==> src/rtl/addsub_pkg.sv <==
// Shared helpers for the chunked add/sub pipeline: stage count and signed
// saturation limits, all parametric in the operand width.
package addsub_pkg;

  function automatic int ceil_div(input int n, input int d);
    return (n + d - 1) / d;
  endfunction

  function automatic logic [63:0] sat_max(input int w);
    return (64'd1 << (w - 1)) - 64'd1;
  endfunction

  function automatic logic [63:0] sat_min(input int w);
    return 64'd1 << (w - 1);
  endfunction

endpackage

==> src/rtl/addsub_stage.sv <==
// One carry-chain slice [HI:LO] of the pipelined adder; the last slice also
// derives signed overflow and applies saturation before registering.
module addsub_stage
  import addsub_pkg::*;
#(
  parameter int WIDTH = 8,
  parameter int LO    = 0,
  parameter int HI    = 3,
  parameter bit LAST  = 1'b0
) (
  input  logic             clk,
  input  logic             rst_n,
  input  logic             en,
  input  logic             in_valid,
  input  logic [WIDTH-1:0] in_a,
  input  logic [WIDTH-1:0] in_bx,
  input  logic [WIDTH-1:0] in_sum,
  input  logic             in_carry,
  input  logic             in_sat,
  output logic             out_valid,
  output logic [WIDTH-1:0] out_a,
  output logic [WIDTH-1:0] out_bx,
  output logic [WIDTH-1:0] out_sum,
  output logic             out_carry,
  output logic             out_sat,
  output logic             out_ovf
);

  localparam int CW = HI - LO + 1;
  localparam logic [WIDTH-1:0] CMASK = ((WIDTH'(1) << CW) - WIDTH'(1)) << LO;
  localparam logic [WIDTH-1:0] SMAX  = WIDTH'(sat_max(WIDTH));
  localparam logic [WIDTH-1:0] SMIN  = WIDTH'(sat_min(WIDTH));

  logic [CW:0]      part_s;
  logic [WIDTH-1:0] sum_s;
  logic             ovf_s;
  logic             valid_d, valid_q;
  logic [WIDTH-1:0] a_d, a_q, bx_d, bx_q, sum_d, sum_q;
  logic             carry_d, carry_q, sat_d, sat_q, ovf_d, ovf_q;

  // Chunk add, merge into the partial sum, and (last slice) overflow/saturate.
  always_comb begin
    part_s = {1'b0, in_a[HI:LO]} + {1'b0, in_bx[HI:LO]} + {{CW{1'b0}}, in_carry};
    sum_s  = (in_sum & ~CMASK) | (WIDTH'(part_s[CW-1:0]) << LO);
    // Carry into the MSB is recovered from the MSB sum bit and its operands.
    ovf_s  = (in_a[WIDTH-1] ^ in_bx[WIDTH-1] ^ sum_s[WIDTH-1]) ^ part_s[CW];
    valid_d = valid_q;
    a_d     = a_q;
    bx_d    = bx_q;
    sum_d   = sum_q;
    carry_d = carry_q;
    sat_d   = sat_q;
    ovf_d   = ovf_q;
    if (en) begin
      valid_d = in_valid;
      a_d     = in_a;
      bx_d    = in_bx;
      carry_d = part_s[CW];
      sat_d   = in_sat;
      ovf_d   = LAST ? ovf_s : 1'b0;
      if (LAST && in_sat && ovf_s) begin
        sum_d = in_a[WIDTH-1] ? SMIN : SMAX;
      end else begin
        sum_d = sum_s;
      end
    end else begin
      valid_d = valid_q;
    end
  end

  // Slice state register.
  always_ff @(posedge clk or negedge rst_n) begin
    if (!rst_n) begin
      valid_q <= 1'b0;
      a_q     <= {WIDTH{1'b0}};
      bx_q    <= {WIDTH{1'b0}};
      sum_q   <= {WIDTH{1'b0}};
      carry_q <= 1'b0;
      sat_q   <= 1'b0;
      ovf_q   <= 1'b0;
    end else begin
      valid_q <= valid_d;
      a_q     <= a_d;
      bx_q    <= bx_d;
      sum_q   <= sum_d;
      carry_q <= carry_d;
      sat_q   <= sat_d;
      ovf_q   <= ovf_d;
    end
  end

  assign out_valid = valid_q;
  assign out_a     = a_q;
  assign out_bx    = bx_q;
  assign out_sum   = sum_q;
  assign out_carry = carry_q;
  assign out_sat   = sat_q;
  assign out_ovf   = ovf_q;

endmodule

==> src/rtl/addsub_pipe.sv <==
// Pipelined signed add/subtract with optional saturation, valid/ready flow
// control and a saturating overflow event counter.
module addsub_pipe
  import addsub_pkg::*;
#(
  parameter int WIDTH = 8,
  parameter int CHUNK = 4,
  parameter int CNT_W = 16
) (
  input  logic             clk,
  input  logic             rst_n,
  input  logic             in_valid,
  output logic             in_ready,
  input  logic [WIDTH-1:0] a,
  input  logic [WIDTH-1:0] b,
  input  logic             sub,
  input  logic             sat,
  output logic             out_valid,
  input  logic             out_ready,
  output logic [WIDTH-1:0] s,
  output logic             overflow,
  output logic             carry_out,
  input  logic             ovf_clr,
  output logic [CNT_W-1:0] ovf_count
);

  localparam int STAGES = ceil_div(WIDTH, CHUNK);

  logic             adv_s;
  logic             v_w     [0:STAGES];
  logic [WIDTH-1:0] a_w     [0:STAGES];
  logic [WIDTH-1:0] bx_w    [0:STAGES];
  logic [WIDTH-1:0] sum_w   [0:STAGES];
  logic             c_w     [0:STAGES];
  logic             sat_w   [0:STAGES];
  logic             ovf_w   [0:STAGES];
  logic [CNT_W-1:0] cnt_d, cnt_q;

  // The whole pipe stalls together; a slot moves only if the output is free.
  always_comb begin
    adv_s = !out_valid || out_ready;
  end

  assign in_ready = adv_s;
  assign v_w[0]   = in_valid;
  assign a_w[0]   = a;
  assign bx_w[0]  = b ^ {WIDTH{sub}};
  assign sum_w[0] = {WIDTH{1'b0}};
  assign c_w[0]   = sub;
  assign sat_w[0] = sat;
  assign ovf_w[0] = 1'b0;

  for (genvar k = 0; k < STAGES; k++) begin : g_stage
    localparam int LO = k * CHUNK;
    localparam int HI = (LO + CHUNK > WIDTH) ? WIDTH - 1 : LO + CHUNK - 1;
    addsub_stage #(
      .WIDTH (WIDTH),
      .LO    (LO),
      .HI    (HI),
      .LAST  (k == STAGES - 1)
    ) u_stage (
      .clk       (clk),
      .rst_n     (rst_n),
      .en        (adv_s),
      .in_valid  (v_w[k]),
      .in_a      (a_w[k]),
      .in_bx     (bx_w[k]),
      .in_sum    (sum_w[k]),
      .in_carry  (c_w[k]),
      .in_sat    (sat_w[k]),
      .out_valid (v_w[k+1]),
      .out_a     (a_w[k+1]),
      .out_bx    (bx_w[k+1]),
      .out_sum   (sum_w[k+1]),
      .out_carry (c_w[k+1]),
      .out_sat   (sat_w[k+1]),
      .out_ovf   (ovf_w[k+1])
    );
  end

  assign out_valid = v_w[STAGES];
  assign s         = sum_w[STAGES];
  assign overflow  = ovf_w[STAGES];
  assign carry_out = c_w[STAGES];
  assign ovf_count = cnt_q;

  // Overflow event counter: clear wins over a coincident count, sticks at max.
  always_comb begin
    cnt_d = cnt_q;
    if (ovf_clr) begin
      cnt_d = {CNT_W{1'b0}};
    end else if (out_valid && out_ready && overflow && (cnt_q != {CNT_W{1'b1}})) begin
      cnt_d = cnt_q + {{(CNT_W-1){1'b0}}, 1'b1};
    end else begin
      cnt_d = cnt_q;
    end
  end

  // Counter register.
  always_ff @(posedge clk or negedge rst_n) begin
    if (!rst_n) begin
      cnt_q <= {CNT_W{1'b0}};
    end else begin
      cnt_q <= cnt_d;
    end
  end

endmodule

==> config.mk <==
export PLATFORM = sky130hd
export DESIGN_NAME = addsub_pipe
export DESIGN_NICKNAME = d
export VERILOG_FILES = /design/src/rtl/addsub_pkg.sv /design/src/rtl/addsub_stage.sv /design/src/rtl/addsub_pipe.sv
export SDC_FILE = /design/constraint.sdc
export NUM_CORES = 1
export LEC_CHECK = 0
export BUFFER_PORTS_ARGS = -buffer_cell sky130_fd_sc_hd__clkbuf_2
export CORE_UTILIZATION = 53
export CTS_CLUSTER_SIZE = 25
export DETAILED_ROUTE_END_ITERATION = 7
export PLACE_DENSITY = 0.82
export RECOVER_POWER = 50
export SETUP_SLACK_MARGIN = 0.15
export SYNTH_ARGS = -nofsm -noshare
export SYNTH_HDL_FRONTEND = slang
export SYNTH_HIERARCHICAL = 1
export SYNTH_SLANG_ARGS = --single-unit
==> constraint.sdc <==
create_clock -name clk -period 2.2 [get_ports clk]
set_input_delay 0.44 -clock clk [delete_from_list [all_inputs] [get_ports clk]]
set_output_delay 0.44 -clock clk [all_outputs]
set_load 0.01 [all_outputs]
# Word level (Yosys, flattened, before mapping)
# Cells that the tools add are included.
totals:
  ff_bits: 50
  input_bits: 23
  out_inout_bits: 28
  word_cells: 33
op_classes:
  n_addsub: 5
  eq_ne: 1
  n_mux: 4
  bitwise_logic: 5
  n_reduce_logical: 7
op_table:
  columns: ["cell", "count"]
  rows:
  - ["two-way mux 16 bit", 2]
  - ["adder 16 x 1 -> 16 bit (second input constant)", 1]
  - ["two-way mux 8 bit", 2]
  - ["!= test 16 bit (second input constant)", 1]
  - ["adder 4 x 4 -> 5 bit", 2]
  - ["adder 5 x 1 -> 5 bit", 2]
  - ["OR 4 x 8 -> 8 bit", 1]
  - ["XOR 8 bit", 1]
  - ["logical AND 1 bit", 4]
  - ["XOR 1 bit", 3]
  - ["nonzero test 2 bit", 1]
  - ["logical NOT 1 bit", 1]
  - ["logical OR 1 bit", 1]

# Longest topological paths before layout
# Gate-level depths: netlist (run 1).
logic_depth:
  depth_word: 7
  ltp_mapped: 8
  mapped_depth_nobuf: 7

# By module
# Netlist (run 1), hierarchy kept.
by_module_without_submodules:
  columns: ["module", "instances", "cells_per_inst", "area_per_inst_um2", "seq_area_each_um2"]
  rows:
  - ["addsub_stage at g_stage[1].u_stage", 1, 92, 1278.7, 700.7]
  - ["addsub_stage at g_stage[0].u_stage", 1, 85, 1193.6, 675.6]
  - ["addsub_pipe", 1, 106, 1007.2, 400.4]

# Worst setup path after synthesis (run 1)
# No wires, ideal clock.
synth_timing:
  path_kind: "input -> register"
  start: "input sub"
  end: "register g_stage[0].u_stage.sum_q[2]"
  setup_ns: 0.125
  arrival_time_ns: 2.240
  t_required_ns: 2.075
  path_slack_ns: -0.165
  path_stages: 7
  n_path_buf: 1
  path_cell_list: "clkbuf_1 xor2_1 inv_1 fa_1 fa_1 xnor2_1 mux2_2"
synth_lines:
  columns: ["element", "line", "text"]
  rows:
  - ["start, declared", "addsub_pipe.sv:16", "input logic sub,"]
  - ["end signal, assigned", "addsub_stage.sv:77", "sum_q <= {WIDTH{1'b0}};"]
  - ["end signal, assigned", "addsub_stage.sv:85", "sum_q <= sum_d;"]
  - ["end, declared", "addsub_stage.sv:38", "logic [WIDTH-1:0] a_d, a_q, bx_d, bx_q, sum_d, sum_q;"]

# Worst setup path after layout (run 1)
layout_timing:
  start: "register g_stage[0].u_stage.carry_q"
  end: "register g_stage[1].u_stage.sum_q[6]"
layout_via:
  elab_chain_len: 6
layout_rtl:
  columns: ["element", "line", "text"]
  rows:
  - ["start, declared", "addsub_stage.sv:39", "logic carry_d, carry_q, sat_d, sat_q, ovf_d, ovf_q;"]
  - ["start signal, assigned", "addsub_stage.sv:86", "carry_q <= carry_d;"]
  - ["adder 5 x 1 -> 5 bit (*)", "addsub_stage.sv:43", "part_s = {1'b0, in_a[HI:LO]} + {1'b0, in_bx[HI:LO]} + {{CW{1'b0}}, in_carry};"]
  - ["OR 4 x 8 -> 8 bit", "addsub_stage.sv:44", "sum_s = (in_sum & ~CMASK) | (WIDTH'(part_s[CW-1:0]) << LO);"]
  - ["XOR 1 bit (2 in series)", "addsub_stage.sv:46", "ovf_s = (in_a[WIDTH-1] ^ in_bx[WIDTH-1] ^ sum_s[WIDTH-1]) ^ part_s[CW];"]
  - ["logical AND 1 bit", "addsub_stage.sv:61", "if (LAST && in_sat && ovf_s) begin"]
  - ["two-way mux 8 bit (*)", "addsub_stage.sv:61", null]
  - ["end signal, assigned", "addsub_stage.sv:77", null]
  - ["end signal, assigned", "addsub_stage.sv:85", null]
  - ["end, declared", "addsub_stage.sv:38", null]
# Mark *: on every way between the ends. The rest lies on a longest branch, timed or not.
# A chain may end at the register's enable or synchronous reset.

==> results.ini, run 1 <==
[die]
num_rows=24
core_mm2=0.00435
start_util=0.554
die_w_um=69.5
io_pins=51
die_y_um=69.5
die-area_mm2=0.00483

[worst_setup_path]
path_class=reg2reg
worst-path-buf-inv=0
crit_slowest_cell=fa_2
r2r_slack_ns=-0.14
rr_worst_depth=7
path_cells=fa_2 -> fa_2 -> a21o_1 -> a21oi_4 -> xor2_4 -> nand3_2 -> a31o_1
setup.worst_path.start=g_stage[0].u_stage/out_carry$_DFFE_PN0P_
startpoint_type=flop
critPathTopFamily=adder cells
critPathCaptureType=flop
r2r_end=g_stage[1].u_stage/out_sum[6]$_DFFE_PN0P_
cp.depth=7
path_max_fanout=8
worstReg2RegStart=g_stage[0].u_stage/out_carry$_DFFE_PN0P_
crit_arrival_ns=2.52
slowest_delay_ns=0.42
crit_end=g_stage[1].u_stage/out_sum[6]$_DFFE_PN0P_
crit_top_cell=fa_2
required_ns=2.38

[pwr]
finalPower_mw=2.52
p_clk_frac=0.185
switching_share=0.339
seqPwrFrac=0.423
ir_worst_vdd_mv=0.631
comb_power_share=0.392
p_switching_mw=0.855
power_density_mw_per_mm2=871
p_leak_nw=1.30
p_int_mw=1.67

[final_layout]
fin_nets=315
final_util=0.665
design_area_mm2=0.00290
drive_above_1_share=0.324
multi_input_area_mm2=0.00129
syn_to_final_growth_pct=20.0
final_cell_mix=42 x dfrtp_1, 42 x clkbuf_2, 22 x nor2_1
regArea_mm2=0.00105
nFillCells=343
antenna_cells=0

[cts]
clk_path_buf_depth=2
root_buffer=clkbuf_8
clk_pin_slew_ns=0.07
clock_latency_ns=0.29
postCtsHoldBufs=0
cts_tree=done
cts_buffers=5
cts_sinks=42
htree_levels=2

[detailed_routing]
drtIter0Drc=45
vias=1760
ant_nets=0
routed_wirelength_um=4430
drt_pass1_iterations=4
wl_per_cell_um=13.3
drc=0
via_per_inst=5.29

[flow_run]
cap_violations=0

[sta]
drv_slew=0
setup_slack_ns=-0.137
hold_slack_ns=0.375
hold_viol=0
maxSlewHeadroom=0.323
period_share=1.06
setup_violations=9
fmax_ghz=0.428
tightestPinTransition_ns=1.02
period_minus_slack_ns=2.34
fin_skew_ns=0.00436
rsz0062_at_grt=true

[outcome]
violations=negative setup slack
status=complete, but fails checks

[grt]
grt_util_all_layers=0.195
grt_max_degree=43
gr-total-overflow=0
grt_pass1_wl_um=7480
antenna_found_initial=0
grt_pass1_vias=1704

[placed_design]
dp_slack_ns=-0.109
placed_area_mm2=0.00274
hpwl_um=3230
place_congestion=0.776
portBuffers=50

[synth]
ys.warnings.count=6
synth_fp_nets=256
syn-instance-count=222
syn_area_mm2=0.00241
syn_area_per_cell_um2=10.9

[hold_path]
worstHoldPathType=in2reg

[layout make-up]
cell class              instances  share of cell area
multi-input cells             154               0.447
flip-flops and latches         42               0.363
repair buffers                 65               0.124
clock buffers                   7              0.0264
well taps                      52              0.0225
inverters                      13              0.0169
[per-stage QoR]
step	TNS [ns]	cells
3_3_place_gp	-0.183	321
2_1_floorplan	0	222
4_1_cts	-0.539	330
3_5_place_dp	-0.605	321
5_1_grt	-1.41	333
6_report	-0.673	333
[sequential cells by signal (all words and copies together) (netlist names)]
register and cells:
ovf_count 16, g_stage.u_stage/out_sum 12, g_stage.u_stage/out_a 4, g_stage.u_stage/out_bx 4
g_stage.u_stage/out_carry 2, g_stage.u_stage/out_valid 2, g_stage.u_stage/out_sat 1, g_stage.u_stage/out_ovf 1
[power groups by stage]
stage / clock network, mW / registers (mW) / logic (mW)
floorplan: 0 / 1.09 / 0.532
global placement: 0 / 1.08 / 0.812
detailed placement: 0 / 1.08 / 0.841
CTS: 0.478 / 1.07 / 0.947
global route: 0.499 / 1.09 / 1.08
finish: 0.466 / 1.07 / 0.988
[routing by layer]
| metal | part of all wire | vias up | global-route usage |
|---|---|---|---|
| met3 | 0.040 | 8 | 0.0407 |
| met1 | 0.43 | 819 | 0.232 |
| met4 | 0.016 | 0 | 0.0590 |
| li1 | - | 885 | - |
| met2 | 0.51 | 48 | 0.351 |
| met5 | 0 | - | 0 |
[worst reg2reg max path, delay by kind of cell, from the launching register on]
kind                       cells  cell delay, ns
DFF                            1            0.41
xor gates and xnor gates       1            0.28
AOI/OAI and AO/OA              3            0.65
adders and majority gates      2            0.77
and+or+nand+nor                1            0.11
[repair_timing]
action / 4_1_cts / 5_1_grt
gates resized for setup: 7 / 6
pin swaps: 10 / 3
hold endpoints to repair: 0 / 0
endpoints found under the setup margin: 9 / 10
setup buffers: 2 / 3
[worst min path at each step]
stage | cells past startpoint | slack [ns] | end | from
5_1_grt | 2 | 0.37 | g_stage[0].u_stage/out_a[6]$_DFFE_PN0P_ | a[6]
6_report | 2 | 0.38 | g_stage[0].u_stage/out_a[6]$_DFFE_PN0P_ | a[6]
3_3_place_gp | 1 | 0.49 | g_stage[1].u_stage/out_valid$_DFFE_PN0P_ | g_stage[0].u_stage/out_valid$_DFFE_PN0P_
4_1_cts | 2 | 0.22 | ovf_count[11]$_DFFE_PN0P_ | rst_n
3_5_place_dp | 1 | 0.50 | g_stage[0].u_stage/out_valid$_DFFE_PN0P_ | g_stage[0].u_stage/out_valid$_DFFE_PN0P_
2_1_floorplan | 0 | 0.14 | g_stage[0].u_stage/out_a[4]$_DFFE_PN0P_ | rst_n
(Power assumes the default switching activity.)
==> run 2: changes to the inputs <==
CELL_PAD_IN_SITES_DETAIL_PLACEMENT = 1   (was default)
CELL_PAD_IN_SITES_GLOBAL_PLACEMENT = 2   (was default)
CORE_UTILIZATION = 35   (was 53)
PLACE_DENSITY = 0.8   (was 0.82)
==> results.ini, run 2 (same netlist as run 1, synthesis figures left out) <==
[final_layout]
final_cell_mix=42 x dfrtp_1, 40 x clkbuf_2, 22 x nor2_1
fin_nets=316
final_util=0.452
design_area_mm2=0.00294
largest_register_ffs=16
drive_above_1_share=0.322
antenna_cells=0
syn_to_final_growth_pct=21.8
nFillCells=751
mostFrequentLayoutCell=dfrtp_1

[die]
die_w_um=85.0
num_rows=29
core_mm2=0.00649
die_y_um=85.0
start_util=0.371
die-area_mm2=0.00723
io_pins=51

[sta]
fmax_ghz=0.429
period_minus_slack_ns=2.33
tightestPinTransition_ns=1.39
setup_violations=8
drv_slew=0
rsz0062_at_grt=true
fin_skew_ns=0.00776
period_share=1.06
setup_slack_ns=-0.130
maxSlewHeadroom=0.0759
hold_viol=0
hold_slack_ns=0.373

[worst_setup_path]
rr_worst_depth=7
crit_top_cell=fa_2
crit_arrival_ns=2.51
crit_slowest_cell=dfrtp_1
setup.worst_path.start=g_stage[0].u_stage/out_carry$_DFFE_PN0P_
required_ns=2.38
path_cells=fa_2 -> fa_2 -> a21o_1 -> a21oi_4 -> xor2_4 -> a21boi_0 -> o22a_1
r2r_slack_ns=-0.13
r2r_end=g_stage[1].u_stage/out_sum[4]$_DFFE_PN0P_
path_class=reg2reg
path_max_fanout=8
startpoint_type=flop
crit_end=g_stage[1].u_stage/out_sum[4]$_DFFE_PN0P_
slowest_delay_ns=0.41
worstReg2RegStart=g_stage[0].u_stage/out_carry$_DFFE_PN0P_
critPathCaptureType=flop

[detailed_routing]
routed_wirelength_um=5000
ant_nets=0
drc=0
vias=1788
via_per_inst=4.97
drt_pass1_iterations=4
wl_per_cell_um=13.9
drtIter0Drc=29

[pwr]
power_density_mw_per_mm2=869
ir_worst_vdd_mv=0.349
p_leak_nw=1.31

[placed_design]
hpwl_um=3920
place_congestion=0.706
dp_slack_ns=-0.126
placed_area_mm2=0.00280
portBuffers=50

[flow_run]
cap_violations=0

[grt]
antenna_found_initial=0
grt_util_all_layers=0.152
gr-total-overflow=0
grt_max_degree=27
grt_pass1_vias=1836
grt_pass1_wl_um=8620

[cts]
root_buffer=clkbuf_8
clk_path_buf_depth=2
cts_buffers=5
cts_sinks=42
clock_latency_ns=0.29
clk_pin_slew_ns=0.08
htree_levels=2
cts_tree=done

[outcome]
violations=negative setup slack
status=complete, but fails checks

[hold_path]
worstHoldPathType=in2reg

## run 2: cell count changes in the layout (fill, tap and decap cells not counted), sizes merged
cell / previous run / this run
clkinv: 0 / 2
buf: 14 / 13
bufinv: 0 / 1
## run 2: final cells by class
class	count	area, um^2	share of cell area
multi-input cells	154	1280	0.437
inverters	13	48.8	0.0166
clock buffers	5	68.8	0.0234
clock inverters	3	40.0	0.0136
repair buffers	66	350	0.119
well taps	77	96.3	0.0328
flip-flops and latches	42	1050	0.358
## run 2: how the worst min path moves through the flow
| stage | start | to | slack, ns | cells past startpoint |
|---|---|---|---|---|
| 2_1_floorplan | rst_n | g_stage[0].u_stage/out_a[4]$_DFFE_PN0P_ | 0.14 | 0 |
| 3_3_place_gp | g_stage[0].u_stage/out_valid$_DFFE_PN0P_ | g_stage[0].u_stage/out_valid$_DFFE_PN0P_ | 0.49 | 1 |
| 3_5_place_dp | g_stage[0].u_stage/out_valid$_DFFE_PN0P_ | g_stage[1].u_stage/out_valid$_DFFE_PN0P_ | 0.50 | 1 |
| 4_1_cts | rst_n | ovf_count[10]$_DFFE_PN0P_ | 0.19 | 1 |
| 5_1_grt | sat | g_stage[0].u_stage/out_sat$_DFFE_PN0P_ | 0.36 | 2 |
| 6_report | a[5] | g_stage[0].u_stage/out_a[5]$_DFFE_PN0P_ | 0.37 | 2 |
## run 2: what timing repair did
item	4_1_cts	5_1_grt
endpoints found under the setup margin	8	9
hold buffers	0	0
pin swaps	0	11
resized for setup	0	6
setup buffers	0	3
gates cloned	0	0
## run 2: stage by stage
stage | instances | TNS, ns | power, mW
3_5_place_dp | 349 | -0.810 | 1.93
4_1_cts | 357 | -0.993 | 2.54
3_3_place_gp | 349 | -0.301 | 1.90
5_1_grt | 360 | -1.61 | 2.74
2_1_floorplan | 222 | 0 | 1.62
6_report | 360 | -0.792 | 2.55
## run 2: critical path: cells and delay by family (launching register included)
family / cells / cell delay (ns)
compound gates: 4 / 0.79
fa+ha+maj: 2 / 0.77
flops: 1 / 0.41
xor+xnor: 1 / 0.26
## run 2: routing by layer
layer	global-route usage	up-vias	part of all wire
met4	0.0555	0	0.0098
met3	0.0263	4	0.036
met5	0	-	0
li1	-	890	-
met2	0.265	38	0.50
met1	0.188	856	0.45
## run 2: where the power goes
group / switching [mW] / internal (mW)
clock: 0.269 / 0.334
sequential: 0.130 / 0.935
combinational: 0.447 / 0.438
total: 0.846 / 1.71
